--- src/rtl/row_buffer_reader_padded_pkg.sv ---
`default_nettype none
// +----------------------------------------------------------------------------+
// | Module      : row_buffer_pkg                                               |
// | Description : Shared helpers and types for the row-buffer reader/writer.   |
// | Revision    : 1.0                                                          |
// +----------------------------------------------------------------------------+
package row_buffer_pkg;

    localparam int PIXEL_W = 8;

    typedef logic signed [PIXEL_W-1:0] pixel_t;

    typedef enum logic [2:0] {
        IDLE   = 3'd0,
        FETCH  = 3'd1,
        WAIT   = 3'd2,
        STREAM = 3'd3,
        DONE   = 3'd4
    } state_t;

    function automatic int ceil(input int x, input int y);
        return (x + y - 1) / y;
    endfunction

    function automatic int log2(input int x);
        int r;
        r = 0;
        while ((1 << r) < x) begin
            r = r + 1;
        end
        return r;
    endfunction

endpackage
`default_nettype wire

--- src/rtl/row_buffer_reader_padded_if.sv ---
`default_nettype none
// +----------------------------------------------------------------------------+
// | Module      : row_buffer_reader_padded_if                                  |
// | Description : Control, RAM read port and PE stream of the row reader.      |
// | Revision    : 1.0                                                          |
// +----------------------------------------------------------------------------+
interface row_buffer_reader_padded_if #(
    parameter int DATA_WIDTH = 8,
    parameter int IW         = 7,
    parameter int BANK_COUNT = 4,
    parameter int OUT_IW     = 7,
    parameter int ADDR_WIDTH = 32
);
    logic                                buffer_reader_en;
    logic                                buffer_reader_done;
    logic [BANK_COUNT*ADDR_WIDTH-1:0]    buffer_reader_ram_rd_addr;
    logic [BANK_COUNT*IW*DATA_WIDTH-1:0] buffer_reader_ram_rd_data;
    logic [OUT_IW*DATA_WIDTH-1:0]        row2pe_data;
    logic                                row2pe_valid;
    logic                                row2pe_ready;
    logic                                row2pe_last;
    logic                                row2pe_last_ch;

    modport master (
        input  buffer_reader_en,
        input  buffer_reader_ram_rd_data,
        input  row2pe_ready,
        output buffer_reader_done,
        output buffer_reader_ram_rd_addr,
        output row2pe_data,
        output row2pe_valid,
        output row2pe_last,
        output row2pe_last_ch
    );

    modport slave (
        output buffer_reader_en,
        output buffer_reader_ram_rd_data,
        output row2pe_ready,
        input  buffer_reader_done,
        input  buffer_reader_ram_rd_addr,
        input  row2pe_data,
        input  row2pe_valid,
        input  row2pe_last,
        input  row2pe_last_ch
    );

endinterface
`default_nettype wire

--- src/rtl/row_buffer_reader_padded_pad_slicer.sv ---
`default_nettype none
// +----------------------------------------------------------------------------+
// | Module      : row_pad_slicer                                               |
// | Description : Zero-pads a latched row and selects one OUT_IW-wide beat.    |
// | Revision    : 1.0                                                          |
// +----------------------------------------------------------------------------+
module row_pad_slicer
    import row_buffer_pkg::*;
#(
    parameter int DATA_WIDTH = 8,
    parameter int HIN        = 28,
    parameter int OUT_IW     = 7,
    parameter int PAD        = 1,
    parameter int BEAT_W     = 4
) (
    input  wire logic [HIN*DATA_WIDTH-1:0]    i_row,
    input  wire logic [BEAT_W-1:0]            i_beat,
    output logic      [OUT_IW*DATA_WIDTH-1:0] o_data
);

    localparam int c_bpc      = ceil(HIN + 2*PAD, OUT_IW);
    localparam int c_beat_bits = OUT_IW * DATA_WIDTH;

    // Padded row including the zero tail that rounds it up to whole beats.
    logic [c_bpc*c_beat_bits-1:0] w_padded;

    generate
        for (genvar p = 0; p < c_bpc*OUT_IW; p++) begin : g_pos
            if (p >= PAD && p < PAD + HIN) begin : g_pix
                assign w_padded[p*DATA_WIDTH +: DATA_WIDTH] = i_row[(p-PAD)*DATA_WIDTH +: DATA_WIDTH];
            end else begin : g_zero
                assign w_padded[p*DATA_WIDTH +: DATA_WIDTH] = '0;
            end
        end
    endgenerate

    always_comb begin
        o_data = '0;
        for (int b = 0; b < c_bpc; b++) begin
            if (int'(i_beat) == b) begin
                o_data = w_padded[b*c_beat_bits +: c_beat_bits];
            end
        end
    end

endmodule
`default_nettype wire

--- src/rtl/row_buffer_reader_padded.sv ---
`default_nettype none
// +----------------------------------------------------------------------------+
// | Module      : row_buffer_reader_padded                                     |
// | Description : Drains one row per channel from the banks, streams padded    |
// |               OUT_IW-wide beats to the next PE array.                      |
// | Revision    : 1.0                                                          |
// +----------------------------------------------------------------------------+
module row_buffer_reader_padded
    import row_buffer_pkg::*;
#(
    parameter int DATA_WIDTH = 8,
    parameter int HIN        = 28,
    parameter int IW         = 7,
    parameter int BANK_COUNT = 4,
    parameter int OUT_IW     = 7,
    parameter int PAD        = 1,
    parameter int C          = 256,
    parameter int ADDR_WIDTH = 32
) (
    input  wire logic                  clk,
    input  wire logic                  rst,
    row_buffer_reader_padded_if.master bus
);

    localparam int c_pw     = HIN + 2*PAD;
    localparam int c_bpc    = ceil(c_pw, OUT_IW);
    localparam int c_ch_w   = log2(C) + 1;
    localparam int c_beat_w = log2(c_bpc) + 1;

    state_t                       r_state;
    state_t                       w_state_nxt;
    logic [c_ch_w-1:0]            r_ch;
    logic [c_beat_w-1:0]          r_beat;
    logic [HIN*DATA_WIDTH-1:0]    r_row;
    logic [HIN*DATA_WIDTH-1:0]    w_row_in;
    logic                         r_done;
    logic                         w_stream;
    logic                         w_fire;
    logic                         w_last_beat;
    logic                         w_last_ch;
    logic [OUT_IW*DATA_WIDTH-1:0] w_beat_data;

    // Bank b word j lands at row pixel b*IW+j; words past HIN are dropped.
    generate
        for (genvar b = 0; b < BANK_COUNT; b++) begin : g_bank
            for (genvar j = 0; j < IW; j++) begin : g_word
                if (b*IW + j < HIN) begin : g_keep
                    assign w_row_in[(b*IW+j)*DATA_WIDTH +: DATA_WIDTH] =
                        bus.buffer_reader_ram_rd_data[(b*IW+j)*DATA_WIDTH +: DATA_WIDTH];
                end
            end
        end
    endgenerate

    assign w_stream    = (r_state == STREAM);
    assign w_fire      = w_stream && bus.row2pe_ready;
    assign w_last_beat = (r_beat == c_beat_w'(c_bpc - 1));
    assign w_last_ch   = (r_ch == c_ch_w'(C - 1));

    always_comb begin
        w_state_nxt = r_state;
        case (r_state)
            IDLE:    if (bus.buffer_reader_en) w_state_nxt = FETCH;
            FETCH:   w_state_nxt = WAIT;
            WAIT:    w_state_nxt = STREAM;
            STREAM:  if (w_fire && w_last_beat) w_state_nxt = w_last_ch ? DONE : FETCH;
            DONE:    w_state_nxt = IDLE;
            default: w_state_nxt = IDLE;
        endcase
    end

    always_ff @(posedge clk or posedge rst) begin
        if (rst) begin
            r_state <= IDLE;
            r_ch    <= '0;
            r_beat  <= '0;
            r_row   <= '0;
            r_done  <= 1'b0;
        end else begin
            r_state <= w_state_nxt;
            case (r_state)
                IDLE: begin
                    if (bus.buffer_reader_en) begin
                        r_done <= 1'b0;
                        r_ch   <= '0;
                        r_beat <= '0;
                    end
                end
                WAIT: r_row <= w_row_in;
                STREAM: begin
                    if (w_fire) begin
                        if (w_last_beat) begin
                            r_beat <= '0;
                            if (w_last_ch) begin
                                r_done <= 1'b1;
                            end else begin
                                r_ch <= r_ch + 1'b1;
                            end
                        end else begin
                            r_beat <= r_beat + 1'b1;
                        end
                    end
                end
                DONE: r_ch <= '0;
                default: ;
            endcase
        end
    end

    row_pad_slicer #(
        .DATA_WIDTH (DATA_WIDTH),
        .HIN        (HIN),
        .OUT_IW     (OUT_IW),
        .PAD        (PAD),
        .BEAT_W     (c_beat_w)
    ) u_slicer (
        .i_row  (r_row),
        .i_beat (r_beat),
        .o_data (w_beat_data)
    );

    // The address is the channel at all times; it only matters while fetching.
    assign bus.buffer_reader_ram_rd_addr = {BANK_COUNT{ADDR_WIDTH'(r_ch)}};
    assign bus.buffer_reader_done        = r_done;
    assign bus.row2pe_data               = w_beat_data;
    assign bus.row2pe_valid              = w_stream;
    assign bus.row2pe_last               = w_stream && w_last_beat;
    assign bus.row2pe_last_ch            = w_stream && w_last_beat && w_last_ch;

endmodule
`default_nettype wire

--- src/flat_wrapper.sv ---
// flat-port wrapper written by rule: the top's interface ports become plain ports
module row_buffer_reader_padded_flat import row_buffer_pkg::*;
#(
    parameter int DATA_WIDTH = 8,
    parameter int HIN        = 28,
    parameter int IW         = 7,
    parameter int BANK_COUNT = 4,
    parameter int OUT_IW     = 7,
    parameter int PAD        = 1,
    parameter int C          = 256,
    parameter int ADDR_WIDTH = 32
)
  (clk, rst, bus_buffer_reader_en, bus_buffer_reader_ram_rd_data, bus_row2pe_ready, bus_buffer_reader_done, bus_buffer_reader_ram_rd_addr, bus_row2pe_data, bus_row2pe_valid, bus_row2pe_last, bus_row2pe_last_ch);
  row_buffer_reader_padded_if #(.DATA_WIDTH(DATA_WIDTH), .IW(IW), .BANK_COUNT(BANK_COUNT), .OUT_IW(OUT_IW), .ADDR_WIDTH(ADDR_WIDTH)) bus_i ();
  input  wire logic clk;
  input  wire logic rst;
  input wire logic [$bits(bus_i.buffer_reader_en)-1:0] bus_buffer_reader_en;
  input wire logic [$bits(bus_i.buffer_reader_ram_rd_data)-1:0] bus_buffer_reader_ram_rd_data;
  input wire logic [$bits(bus_i.row2pe_ready)-1:0] bus_row2pe_ready;
  output wire logic [$bits(bus_i.buffer_reader_done)-1:0] bus_buffer_reader_done;
  output wire logic [$bits(bus_i.buffer_reader_ram_rd_addr)-1:0] bus_buffer_reader_ram_rd_addr;
  output wire logic [$bits(bus_i.row2pe_data)-1:0] bus_row2pe_data;
  output wire logic [$bits(bus_i.row2pe_valid)-1:0] bus_row2pe_valid;
  output wire logic [$bits(bus_i.row2pe_last)-1:0] bus_row2pe_last;
  output wire logic [$bits(bus_i.row2pe_last_ch)-1:0] bus_row2pe_last_ch;
  assign bus_i.buffer_reader_en = bus_buffer_reader_en;
  assign bus_i.buffer_reader_ram_rd_data = bus_buffer_reader_ram_rd_data;
  assign bus_i.row2pe_ready = bus_row2pe_ready;
  assign bus_buffer_reader_done = bus_i.buffer_reader_done;
  assign bus_buffer_reader_ram_rd_addr = bus_i.buffer_reader_ram_rd_addr;
  assign bus_row2pe_data = bus_i.row2pe_data;
  assign bus_row2pe_valid = bus_i.row2pe_valid;
  assign bus_row2pe_last = bus_i.row2pe_last;
  assign bus_row2pe_last_ch = bus_i.row2pe_last_ch;
  row_buffer_reader_padded #(.DATA_WIDTH(DATA_WIDTH), .HIN(HIN), .IW(IW), .BANK_COUNT(BANK_COUNT), .OUT_IW(OUT_IW), .PAD(PAD), .C(C), .ADDR_WIDTH(ADDR_WIDTH)) u_core (.clk(clk), .rst(rst), .bus(bus_i));
endmodule
--- config.mk ---
export PLATFORM = sky130hd
export DESIGN_NAME = row_buffer_reader_padded_flat
export DESIGN_NICKNAME = d
export VERILOG_FILES = /design/src/rtl/row_buffer_reader_padded_pkg.sv /design/src/rtl/row_buffer_reader_padded_if.sv /design/src/rtl/row_buffer_reader_padded_pad_slicer.sv /design/src/rtl/row_buffer_reader_padded.sv /design/src/flat_wrapper.sv
export SDC_FILE = /design/constraint.sdc
export NUM_CORES = 1
export LEC_CHECK = 0
export CORE_ASPECT_RATIO = 1.5
export CORE_MARGIN = 1
export CORE_UTILIZATION = 30
export DETAILED_ROUTE_END_ITERATION = 8
export PLACE_DENSITY_LB_ADDON = 0.3
export SETUP_SLACK_MARGIN = 0.1
export SYNTH_ARGS = -nofsm -noshare
export SYNTH_HDL_FRONTEND = slang
export SYNTH_HIERARCHICAL = 1
export SYNTH_SLANG_ARGS = --single-unit
export TNS_END_PERCENT = 20
--- constraint.sdc ---
create_clock -name clk -period 11.1 [get_ports clk]
set_input_delay 2.22 -clock clk [delete_from_list [all_inputs] [get_ports clk]]
set_output_delay 2.22 -clock clk [all_outputs]
set_load 0.02 [all_outputs]
==> results.md, run 1 <==
* Status: finished, final reports clean
* Reg2reg end: u_core/r_row[24]
* Peak VDD IR at between 0.1 and 0.15 mV
* Worst-path clk slew at 0.06 ns
* Total Die Area at ~44,000 µm²
* Placed Cells at 1,667
* GP Congestion at 0.7467
* Via density at 4.434
* Synthesized area at 12,810 µm²
* Hold Vio Cnt, Final at 0
* Die Span Y at 255.1 µm
* Clock Tree Buf Depth at 3
* Reg2Reg Depth at 5
* Detail Route Antenna Nets at 0
* Clk_skew at 0.009775 ns
* Met1 Resource Use GR at 16.74%
* # setup viols final at 0
* Largest net degree at the start of global routing at around 120
* Critical Path Source Type: register
* Power Dens Cells at approximately 310 nW/µm²
* DRT Pass-1 Iters at 4
* Top_reg_cell synth: dfrtp_1
* Cell family with most CP delay: buffers and inverters
* Fmax at 167.1 MHz
* Global route hottest layer: met2
* CTS tree: yes
* Final instance area at 16,680 µm²
* Worst flop-to-flop path startpoint: u_core/r_state[1]
* GRT Total Usage at 15.10%
* Hold Path Depth at 1
* Nets at approximately 1.4k
* Worst Path Arrival at between 3 and 4 ns
* Hold Path Origin: u_core/r_row[159]
* Max-Cap Viols at 0
* Ratio of final minimum period to clock period at 53.90%
* Worst path buffer plus inverter count at 2
* Die W at around 170 µm
* Clock latency on the worst-skew pair at 0.56 ns
* Setup Buffers After CTS at 0
* Post-Synth Adder-Cell Area at 0.4885%
* Tmin final at 5.983 ns
* Top-area cell type share of the netlist area at 47.09%
* Async SR Flop Fraction at 100.0%
* PortBufs at 323
* Slew Limit Headroom at 23.58%
* Mean Syn Cell Area at between 15 and 20 µm²
* Commonest non-fill, non-tap cells in the layout: clkdlybuf4s50_1 (323), dfrtp_1 (239), mux2_4 (161), conb_1 (92), mux2_2 (65)
* Number of distinct library cells after synthesis at 52
* First-pass GRT wire length at ~50,000 µm
* Row cnt at slightly above 90
* Main combinational cell family by area after synthesis: multiplexers
* Synth warn at 6
* #FFs+latches synth at 241
* Hold WC Path Type: register to register
* Starting density of the core at between 30% and 40%
* Setup TNS at 0 ns
* Area share of xor/xnor cells in the synthesized design at 0.1368%
* Yosys top cell by area: dfrtp_1
* Number of non-filler instances in the completed layout at 1,719
* Most common cell after layout, fill and taps aside: clkdlybuf4s50_1
* CTS Sinks at around 240
* Core area at 42,020 µm²
* RSZ-0062 raised after global routing: no
* Synth area leaders: dfrtp_1 (47%), mux2_4 (19%), mux4_2 (8.4%)
* Total CTS buffers at 28
* Post-CTS sizing at 0
* IO Count at 416
* Post-synthesis simple-gate area fraction at 4.875%
* Sequential Area at 6038 µm²
* Number of global-route vias before repair at just over 8k
* Setup crit end kind: primary output
* Post-synthesis compound-gate area fraction at about 2.7%
* Register area share after synthesis at 47.09%
* CTS Hold Bufs at 0
* Worst slew pin tran at 1.146 ns
* H-tree levels at 1
* # DRC at 0
* Area occupied by multi-input gates at 5639 µm²
* Synth-to-Final Area Change at 30.27%
* Root buffer cell: clkbuf_16
* Fraction of layout cells with a size suffix above 1 at 29.77%
* Setup CP Type: register to primary output
* Slew Viols, Final at 0
* Worst endpoint required time at 8.88 ns
* CP max FO at 34
* Layout fillers at 3,958
* Routed vias at 7,622
* Crit-path slowest cell: dfrtp_4
* Drt total wl at about 33,000 µm
* CP Cell Sequence: buf_4, nand2_1, o221ai_1, o21ai_0, clkdlybuf4s50_1
* Placed inst area at 15,720 µm²
* Reg2Reg Setup Slack at 6.97 ns
* Detailed Place HPWL at 22,640 µm
* Crit path largest cell delay at 0.88 ns
* Leakage power at 0.007011 µW
* Hold Path Sink: u_core/r_row[159]
* Average wire per standard cell at 19.06 µm
* Total gr overflow at 0
* Met2 Use GR at 28.27%
* Initial antenna violation count at 4
* Initial DRC Count at 228
* Cell count after synthesis at 848
* Grt met3 use at under 10%
* Post-synth EDFFs at 0
* Mux contribution to synthesized area at 33.03%
* Total Power at 5151 µW
## worst max-delay path by stage
stage	from	end	slack [ns]	cells past startpoint
global placement	u_core/r_beat[0]	bus_row2pe_data[0]	5.54	5
CTS	u_core/r_beat[0]	bus_row2pe_data[1]	4.92	5
global route	u_core/r_beat[0]	bus_row2pe_data[0]	4.81	5
detailed placement	u_core/r_beat[0]	bus_row2pe_data[1]	5.54	5
floorplan	rst	u_core/bus.buffer_reader_done	2.26	1
finish	u_core/r_beat[0]	bus_row2pe_data[1]	5.12	5
## report_power, final
group          switching [µW]  total, µW  internal [µW]
Sequential                362       1690           1320
Clock                     382        963            581
Combinational             972       2500           1530
## worst reg2reg max path, delay by kind of cell (launching register included)
kind	cells	cell delay [ns]
buf+inv	3	2.46
flops	1	0.55
mux	1	0.54
simple gates	1	0.47
## per-stage QoR
step                      setup slack (ns)  utilization [%]  hold WS, ns
final                                5.117            39.71       0.5025
after global routing                 4.811            39.70       0.5127
after CTS                            4.921            39.69       0.5061
after detailed placement             5.538            37.42       0.4888
after global placement               5.544            37.42       0.4875
after floorplan                      2.264                -       0.4757
## registers in the layout, indices dropped and copies added, names as in the netlist
register                       cells
u_core/r_state                     3
u_core/r_ch                        9
u_core/r_beat                      4
u_core/r_row                     224
u_core/bus.buffer_reader_done      1
## synthesized netlist by cell type, types with 2 or more instances
cell	number
dfrtp_1	241
mux2_4	161
buf_4	129
mux2_2	65
and2_1	51
mux4_2	48
buf_12	18
nand2_1	14
nor2_1	14
o21ai_0	12
a21oi_1	9
clkbuf_1	8
inv_1	8
o221ai_1	8
buf_2	6
ha_1	5
o22a_1	4
buf_6	3
nand4_1	3
a21bo_2	2
a311oi_1	2
and3_1	2
buf_8	2
nand3_1	2
nor3_1	2
nor4_1	2
xor2_1	2
## final cells by class
type	count	area share, %
Multi-Input combinational cell	522	33.80
Tap cell	564	4.230
Timing Repair Buffer	331	19.74
Antenna cell	3	0.04500
Sequential cell	241	36.19
Clock buffer	36	4.620
Clock inverter	13	1.110
Inverter	9	0.2625
## layer usage
layer | up-vias | wire length, µm | part of all wire, %
li1 | 3405 | - | -
met3 | 48 | 1925 | 5.9
met1 | 3879 | 12070 | 37
met2 | 288 | 17930 | 55
met4 | 2 | 838 | 2.6
met5 | - | 8 | 0.024
## cells by family (layout without fill, tap and decap cells)
logic type	count (synthesis)	in the layout
multiplexers	274	274
adder cells (fa/ha/maj)	5	5
AND/OR/NAND/NOR	101	101
other	1	95
AO/OA/AOI/OAI	48	48
buffers and inverters	176	389
XOR/XNOR	2	2
flip-flops	241	241
(Power assumes the default switching activity.)
==> inputs of run 2 (changes only) <==
- clock period: 11.1 -> 5.2 ns (I/O delays scaled with it)
==> run 2 against run 1 <==
Compared with the run above:
- sequential power up 110%
- total power up 120%
- largest cell class unchanged
- worst setup slack worse by 4.0 ns
- global-route usage down 0.46 points
- worst hold slack about the same
- routed wire length down 2.8%
- non-clock buffer count up 2
- via count down 0.64%
==> results.md, run 2 (synthesized netlist as in run 1, its figures left out) <==
* H-tree levels at 1 (unchanged)
* Nets at 1,368 (was 1,366)
* Fmax at 243.0 MHz
* Fin worst setup slack at 1.085 ns (was 5.117 ns)
* Worst endpoint required time at 4.16 ns (was 8.88 ns)
* Layout fillers at 3,903 (was 3,958)
* First-pass GRT wire length at 48,160 µm (was 49,820 µm)
* Die W at 170.7 µm (unchanged)
* Clock Tree Buf Depth at 3 (unchanged)
* # setup viols final at 0 (unchanged)
* Total CTS buffers at 28 (unchanged)
* Largest register FFs at 224 (unchanged)
* CTS Hold Bufs at 0 (unchanged)
* CTS tree: yes (unchanged)
* Clk_skew at 0.01100 ns (was 0.009775 ns)
* Status: finished, final reports clean (unchanged)
* Total gr overflow at 0 (unchanged)
* Number of global-route vias before repair at 8,044 (was 8,229)
* Placed inst area at 15,780 µm² (was 15,720 µm²)
* NetSw at 3623 µW (was 1715 µW)
* Combinational Power Share at 48.3% (was 48.6%)
* Root buffer cell: clkbuf_16 (unchanged)
* Peak VDD IR at 0.4688 mV (was 0.1429 mV)
* PortBufs at 323 (unchanged)
* Detail Route Antenna Nets at 0 (unchanged)
* Hold WC Path Type: register to register (unchanged)
* Biggest regs: u_core/r_row: 224 flops, u_core/r_ch: 9 flops, u_core/r_beat: 4 flops (unchanged)
* CTS Sinks at 241 (unchanged)
* Core area at 42,020 µm² (unchanged)
* Tmin final at 4.115 ns
* # DRC at 0 (unchanged)
* Max-Cap Viols at 0 (unchanged)
* Worst slew pin tran at 1.138 ns (was 1.146 ns)
* Row cnt at 92 (unchanged)
* Power Dens Cells at 662.5 nW/µm² (was 308.7 nW/µm²)
* Setup Buffers After CTS at 0 (unchanged)
* Ratio of final minimum period to clock period at between 70% and 80%
* Most common cell after layout, fill and taps aside: clkdlybuf4s50_1 (unchanged)
* Total Die Area at 43,540 µm² (unchanged)
* Initial DRC Count at 313 (was 228)
* Hold Vio Cnt, Final at 0 (unchanged)
* Starting density of the core at 30.48% (unchanged)
* Commonest non-fill, non-tap cells in the layout: clkdlybuf4s50_1 (323), dfrtp_1 (239), mux2_4 (161), conb_1 (92), mux2_2 (65) (unchanged)
* Setup crit end kind: primary output (unchanged)
* DRT Pass-1 Iters at 7 (was 4)
* Drt total wl at 31,850 µm (was 32,770 µm)
* Via density at 4.390 (was 4.434)
* Initial antenna violation count at 6 (was 4)
* Fraction of layout cells with a size suffix above 1 at 29.99% (was 29.77%)
* RSZ-0062 raised after global routing: no (unchanged)
* Global route hottest layer: met2 (unchanged)
* Detailed Place HPWL at 22,590 µm (was 22,640 µm)
* Routed vias at 7,573 (was 7,622)
* Average wire per standard cell at 18.46 µm (was 19.06 µm)
* Grt met3 use at 3.046% (was 2.861%)
* Largest net degree at the start of global routing at 140 (was 119)
* Clock share of power at 19.9% (was 18.7%)
* Switching Fraction at 32.49% (was 33.30%)
* Die Span Y at 255.1 µm (unchanged)
* Critical Path Source Type: register (unchanged)
* GP Congestion at 0.7662 (was 0.7467)
* CP max FO at 46 (was 34)
* Final instance area at 16,830 µm² (was 16,680 µm²)
* Sequential Area at 6038 µm² (unchanged)
* Worst-path clk slew at 0.06 ns (about the same)
* Slew Viols, Final at 0 (unchanged)
* Worst Path Arrival at 3.07 ns (was 3.76 ns)
* Synth-to-Final Area Change at 31.45% (was 30.27%)
* Pint at 7530 µW (was 3436 µW)
* Clock latency on the worst-skew pair at 0.55 ns (was 0.56 ns)
* Setup CP Type: register to primary output (unchanged)
* Setup TNS at 0 ns (unchanged)
* IO Count at 416 (unchanged)
* Met2 Use GR at 26.85% (was 28.27%)
* Met1 Resource Use GR at 16.57% (was 16.74%)
* Share of power burned in registers at 31.9% (was 32.7%)
* Post-Place Setup Slack at 1.582 ns (was 5.538 ns)
* Area occupied by multi-input gates at 5639 µm² (unchanged)
* Total Power at 11,150 µW (was 5151 µW)
* Post-CTS sizing at 0 (unchanged)
* GRT Total Usage at 14.64% (was 15.10%)
* Leakage power at 0.007080 µW (was 0.007011 µW)
* Largest reg by FF count: u_core/r_row (unchanged)
* Slew Limit Headroom at 24.14% (was 23.58%)
## run 2: cell count changes in the layout (fill, tap and decap cells not counted), sizes merged
cell      previous run  this run
clkinvlp             2         1
clkbuf              36        37
bufinv               4         7
buf                  8        10
diode                3         4
## run 2: path summary, 6_finish.rpt
path                                  start                  end  slack [ns]  cells after the start
setup reg to reg           u_core/r_beat[0]       u_core/r_ch[8]        2.58                      7
min in group asynchronous               rst    u_core/r_row[208]        0.86                      2
setup / recovery           u_core/r_beat[1]  bus_row2pe_data[42]        1.09                      4
max in group asynchronous               rst    u_core/r_row[122]        3.35                      3
hold / removal             u_core/r_row[17]     u_core/r_row[17]        0.50                      1
hold reg to reg            u_core/r_row[17]     u_core/r_row[17]        0.50                      1
## run 2: through the flow
step                      cells  hold slack [ns]  util (%)
after floorplan             939           0.4757         -
after global placement     1669           0.4862     37.56
after detailed placement   1669           0.4898     37.56
after CTS                  1721           0.5061     40.04
after global routing       1725           0.5135     40.07
final                      1725           0.5022     40.07
## run 2: cell type report
class	instances	area share (%)
multi-input cells	522	33.50
clock inverters	15	1.531
diodes	4	0.05946
repair buffers	333	19.95
inverters	9	0.2378
flip-flops and latches	241	35.87
clock buffers	37	4.667
well taps	564	4.192
## run 2: power by group through the flow
stage | Clock [µW] | Combinational, µW | Sequential, µW
after floorplan | 0 | 4340 | 3220
after global placement | 0 | 5400 | 3570
after detailed placement | 0 | 5420 | 3590
after CTS | 2280 | 5450 | 3570
after global routing | 2350 | 5730 | 3700
final | 2220 | 5380 | 3550
## run 2: layer usage
layer / wire length (µm) / part of all wire, %
met1: 11940 / 37
met3: 2064 / 6.5
met5: 18 / 0.057
met2: 17040 / 53
met4: 796 / 2.5
## run 2: worst max-delay path, cell delays in order (launching register included)
cell and delay (ns):
dfrtp_4 0.89, buf_4 0.51, mux4_2 0.36, and2_1 0.17, clkdlybuf4s50_1 0.57
==> inputs of run 3 (changes only) <==
- clock period: 5.2 -> 3.6 ns (I/O delays scaled with it)
==> run 3 against run 2 <==
Compared with the run above:
- global-route usage up 0.41 points
- combinational power up 52%
- routed wire length up 3.3%
- non-clock buffer count up 15
- cell count up 0.52%
- worst setup slack worse by 0.88 ns
- die area unchanged
- critical endpoint is now bus_row2pe_data[22]
- largest cell class unchanged
- highest routed layer unchanged
==> results.md, run 3 (synthesized netlist as in run 1, its figures left out) <==
* Status: finished, final reports clean (unchanged)
* Stages on the worst setup path at 4 (unchanged)
* CTS Hold Bufs at 0 (unchanged)
* Row cnt at 92 (unchanged)
* Switching Fraction at 33.09% (was 32.49%)
* Max-Cap Viols at 0 (unchanged)
* Slew Viols, Final at 0 (unchanged)
* Share of power burned in registers at 31.4% (was 31.9%)
* Initial DRC Count at 169 (was 313)
* Worst endpoint required time at 2.88 ns (was 4.16 ns)
* Setup CP Type: register to primary output (unchanged)
* Clock latency on the worst-skew pair at 0.54 ns (was 0.55 ns)
* DRT Pass-1 Iters at 4 (was 7)
* Worst-path clk slew at 0.06 ns (about the same)
* Clock Tree Buf Depth at 3 (unchanged)
* # DRC at 0 (unchanged)
* Critical Path Source Type: register (unchanged)
* Total Die Area at 43,540 µm² (unchanged)
* H-tree levels at 1 (unchanged)
* Largest register FFs at 224 (unchanged)
* Cell family with most CP delay: buffers and inverters (unchanged)
* Root buffer cell: clkbuf_16 (unchanged)
* Commonest non-fill, non-tap cells in the layout: clkdlybuf4s50_1 (322), dfrtp_1 (237), mux2_4 (161), conb_1 (92), mux2_2 (65) (was clkdlybuf4s50_1 (323), dfrtp_1 (239), mux2_4 (161), conb_1 (92), mux2_2 (65))
* CTS Sinks at 241 (unchanged)
* Hold WC Path Type: register to register (unchanged)
* Power Dens Cells at 940.1 nW/µm² (was 662.5 nW/µm²)
* Starting density of the core at 30.48% (unchanged)
* Detail Route Antenna Nets at 0 (unchanged)
* PortBufs at 323 (unchanged)
* Crit-path slowest cell: dfrtp_4 (unchanged)
* CP max FO at 23 (was 46)
* # setup viols final at 0 (unchanged)
* Total CTS buffers at 26 (was 28)
* Drt total wl at 32,890 µm (was 31,850 µm)
* Hold Vio Cnt, Final at 0 (unchanged)
* First-pass GRT wire length at 49,400 µm (was 48,160 µm)
* Average wire per standard cell at 18.97 µm (was 18.46 µm)
* Die W at 170.7 µm (unchanged)
* Peak VDD IR at 0.7762 mV (was 0.4688 mV)
* Total gr overflow at 0 (unchanged)
* Fmax at just under 300 MHz
* Total Power at 15,810 µW (was 11,150 µW)
* Detailed Place HPWL at 23,030 µm (was 22,590 µm)
* Wire length on met3 at 1720 µm (was 2064 µm)
* Leakage power at 0.007076 µW (was 0.007080 µW)
* GRT Total Usage at 15.05% (was 14.64%)
* Core area at 42,020 µm² (unchanged)
* Die Span Y at 255.1 µm (unchanged)
* Clock share of power at 16.9% (was 19.9%)
* Clk_skew at 0.008348 ns (was 0.01100 ns)
* Reg2Reg Depth at 3 (was 7)
* Via density at 4.385 (was 4.390)
* Worst path buffer plus inverter count at 2 (unchanged)
* Top sig layer: met5 (unchanged)
* CP Cell Sequence: buf_4, mux4_2, and2_1, clkdlybuf4s50_1 (unchanged)
* Layout fillers at 3,946 (was 3,903)
* IO Count at 416 (unchanged)
* Routed vias at 7,604 (was 7,573)
* RSZ-0062 raised after global routing: yes (was no)
* Crit path largest cell delay at 0.58 ns (was 0.89 ns)
* Hold Path Depth at 1 (unchanged)
* Number of global-route vias before repair at 8,200 (was 8,044)
* Biggest regs: u_core/r_row: 224 flops, u_core/r_ch: 9 flops, u_core/r_beat: 4 flops (unchanged)
* Tmin final at 3.390 ns
* Combinational Power Share at 51.7% (was 48.3%)
* Most common cell after layout, fill and taps aside: clkdlybuf4s50_1 (unchanged)
* Initial antenna violation count at 7 (was 6)
* Setup crit end kind: primary output (unchanged)
* Slew Limit Headroom at 31.12% (was 24.14%)
* Setup TNS at 0 ns (unchanged)
* Largest net degree at the start of global routing at 128 (was 140)
* Worst Path Arrival at 2.67 ns (was 3.07 ns)
* M1 WL at 12,360 µm (was 11,940 µm)
* Pint at 10,580 µW (was 7530 µW)
* NetSw at 5231 µW (was 3623 µW)
* Largest reg by FF count: u_core/r_row (unchanged)
* Synth-to-Final Area Change at 31.29% (was 31.45%)
* GP Congestion at 0.7564 (was 0.7662)
* Fraction of layout cells with a size suffix above 1 at 30.50% (was 29.99%)
* CTS tree: yes (unchanged)
* Met2 routed wirelength at 17,800 µm (was 17,040 µm)
* Nets at 1,381 (was 1,368)
* Worst slew pin tran at 1.033 ns (was 1.138 ns)
* Ratio of final minimum period to clock period at 94.16%
run 3: changes by cell type in the layout (fill, tap and decap cells not counted), moves of 2 or more:
| cell | delta |
|---|---|
| buf_4 | +9 |
| bufinv_16 | -5 |
| buf_12 | +4 |
| buf_8 | +2 |
| clkbuf_1 | +2 |
| clkbuf_16 | -2 |
| clkinv_2 | -2 |
| dfrtp_1 | -2 |
| dfrtp_2 | +2 |
| diode_2 | +2 |
run 3: metrics by stage:
| step | hold slack, ns | worst slack, ns | instance area (µm²) | utilization [%] | instances |
|---|---|---|---|---|---|
| finish | 0.5031 | 0.2101 | 16810 | 40.02 | 1734 |
| global route | 0.5190 | 0.06622 | 16810 | 40.02 | 1734 |
| CTS | 0.5073 | 0.1168 | 16750 | 39.86 | 1725 |
| detailed placement | 0.4884 | 0.3810 | 15870 | 37.76 | 1677 |
| global placement | 0.4858 | 0.3029 | 15870 | 37.76 | 1677 |
| floorplan | 0.4757 | -0.2818 | 13150 | - | 939 |
run 3: timing repair:
item	4_1_cts	5_1_grt
pin swaps	1	0
cloned	0	0
endpoints found under the setup margin	44	5
resized for setup	3	3
setup buffers	4	3
run 3: final timing paths:
check	to	start	slack, ns
max reg2reg	u_core/r_row[38]	u_core/r_state[1]	1.31
min	u_core/r_row[26]	u_core/r_row[26]	0.50
min reg2reg	u_core/r_row[26]	u_core/r_row[26]	0.50
max	bus_row2pe_data[22]	u_core/r_beat[1]	0.21
min in group asynchronous	u_core/r_row[152]	rst	0.60
max in group asynchronous	u_core/r_row[139]	rst	2.09
run 3: cell type report:
| cell class | instances | area, µm² | area share [%] |
|---|---|---|---|
| Inverter | 9 | 40.04 | 0.2381 |
| Clock inverter | 6 | 80.08 | 0.4762 |
| Timing Repair Buffer | 348 | 3535 | 21.02 |
| Tap cell | 564 | 705.7 | 4.197 |
| Sequential cell | 241 | 6041 | 35.93 |
| Clock buffer | 38 | 757.0 | 4.502 |
| Antenna cell | 6 | 15.01 | 0.08929 |
| Multi-Input combinational cell | 522 | 5642 | 33.55 |
run 3: power by group through the flow:
stage | logic [µW] | clock network, µW | registers (µW)
final | 8180 | 2670 | 4960
after detailed placement | 8030 | 0 | 5080
after CTS | 8190 | 2780 | 4990
after global routing | 8720 | 2870 | 5130
after global placement | 7980 | 0 | 5020
after floorplan | 6260 | 0 | 4660
run 3: layer usage:
layer	global-route usage, %	vias to the layer above
met4	6.435	2
met3	2.706	60
li1	-	3417
met5	0	-
met2	27.78	292
met1	16.77	3833
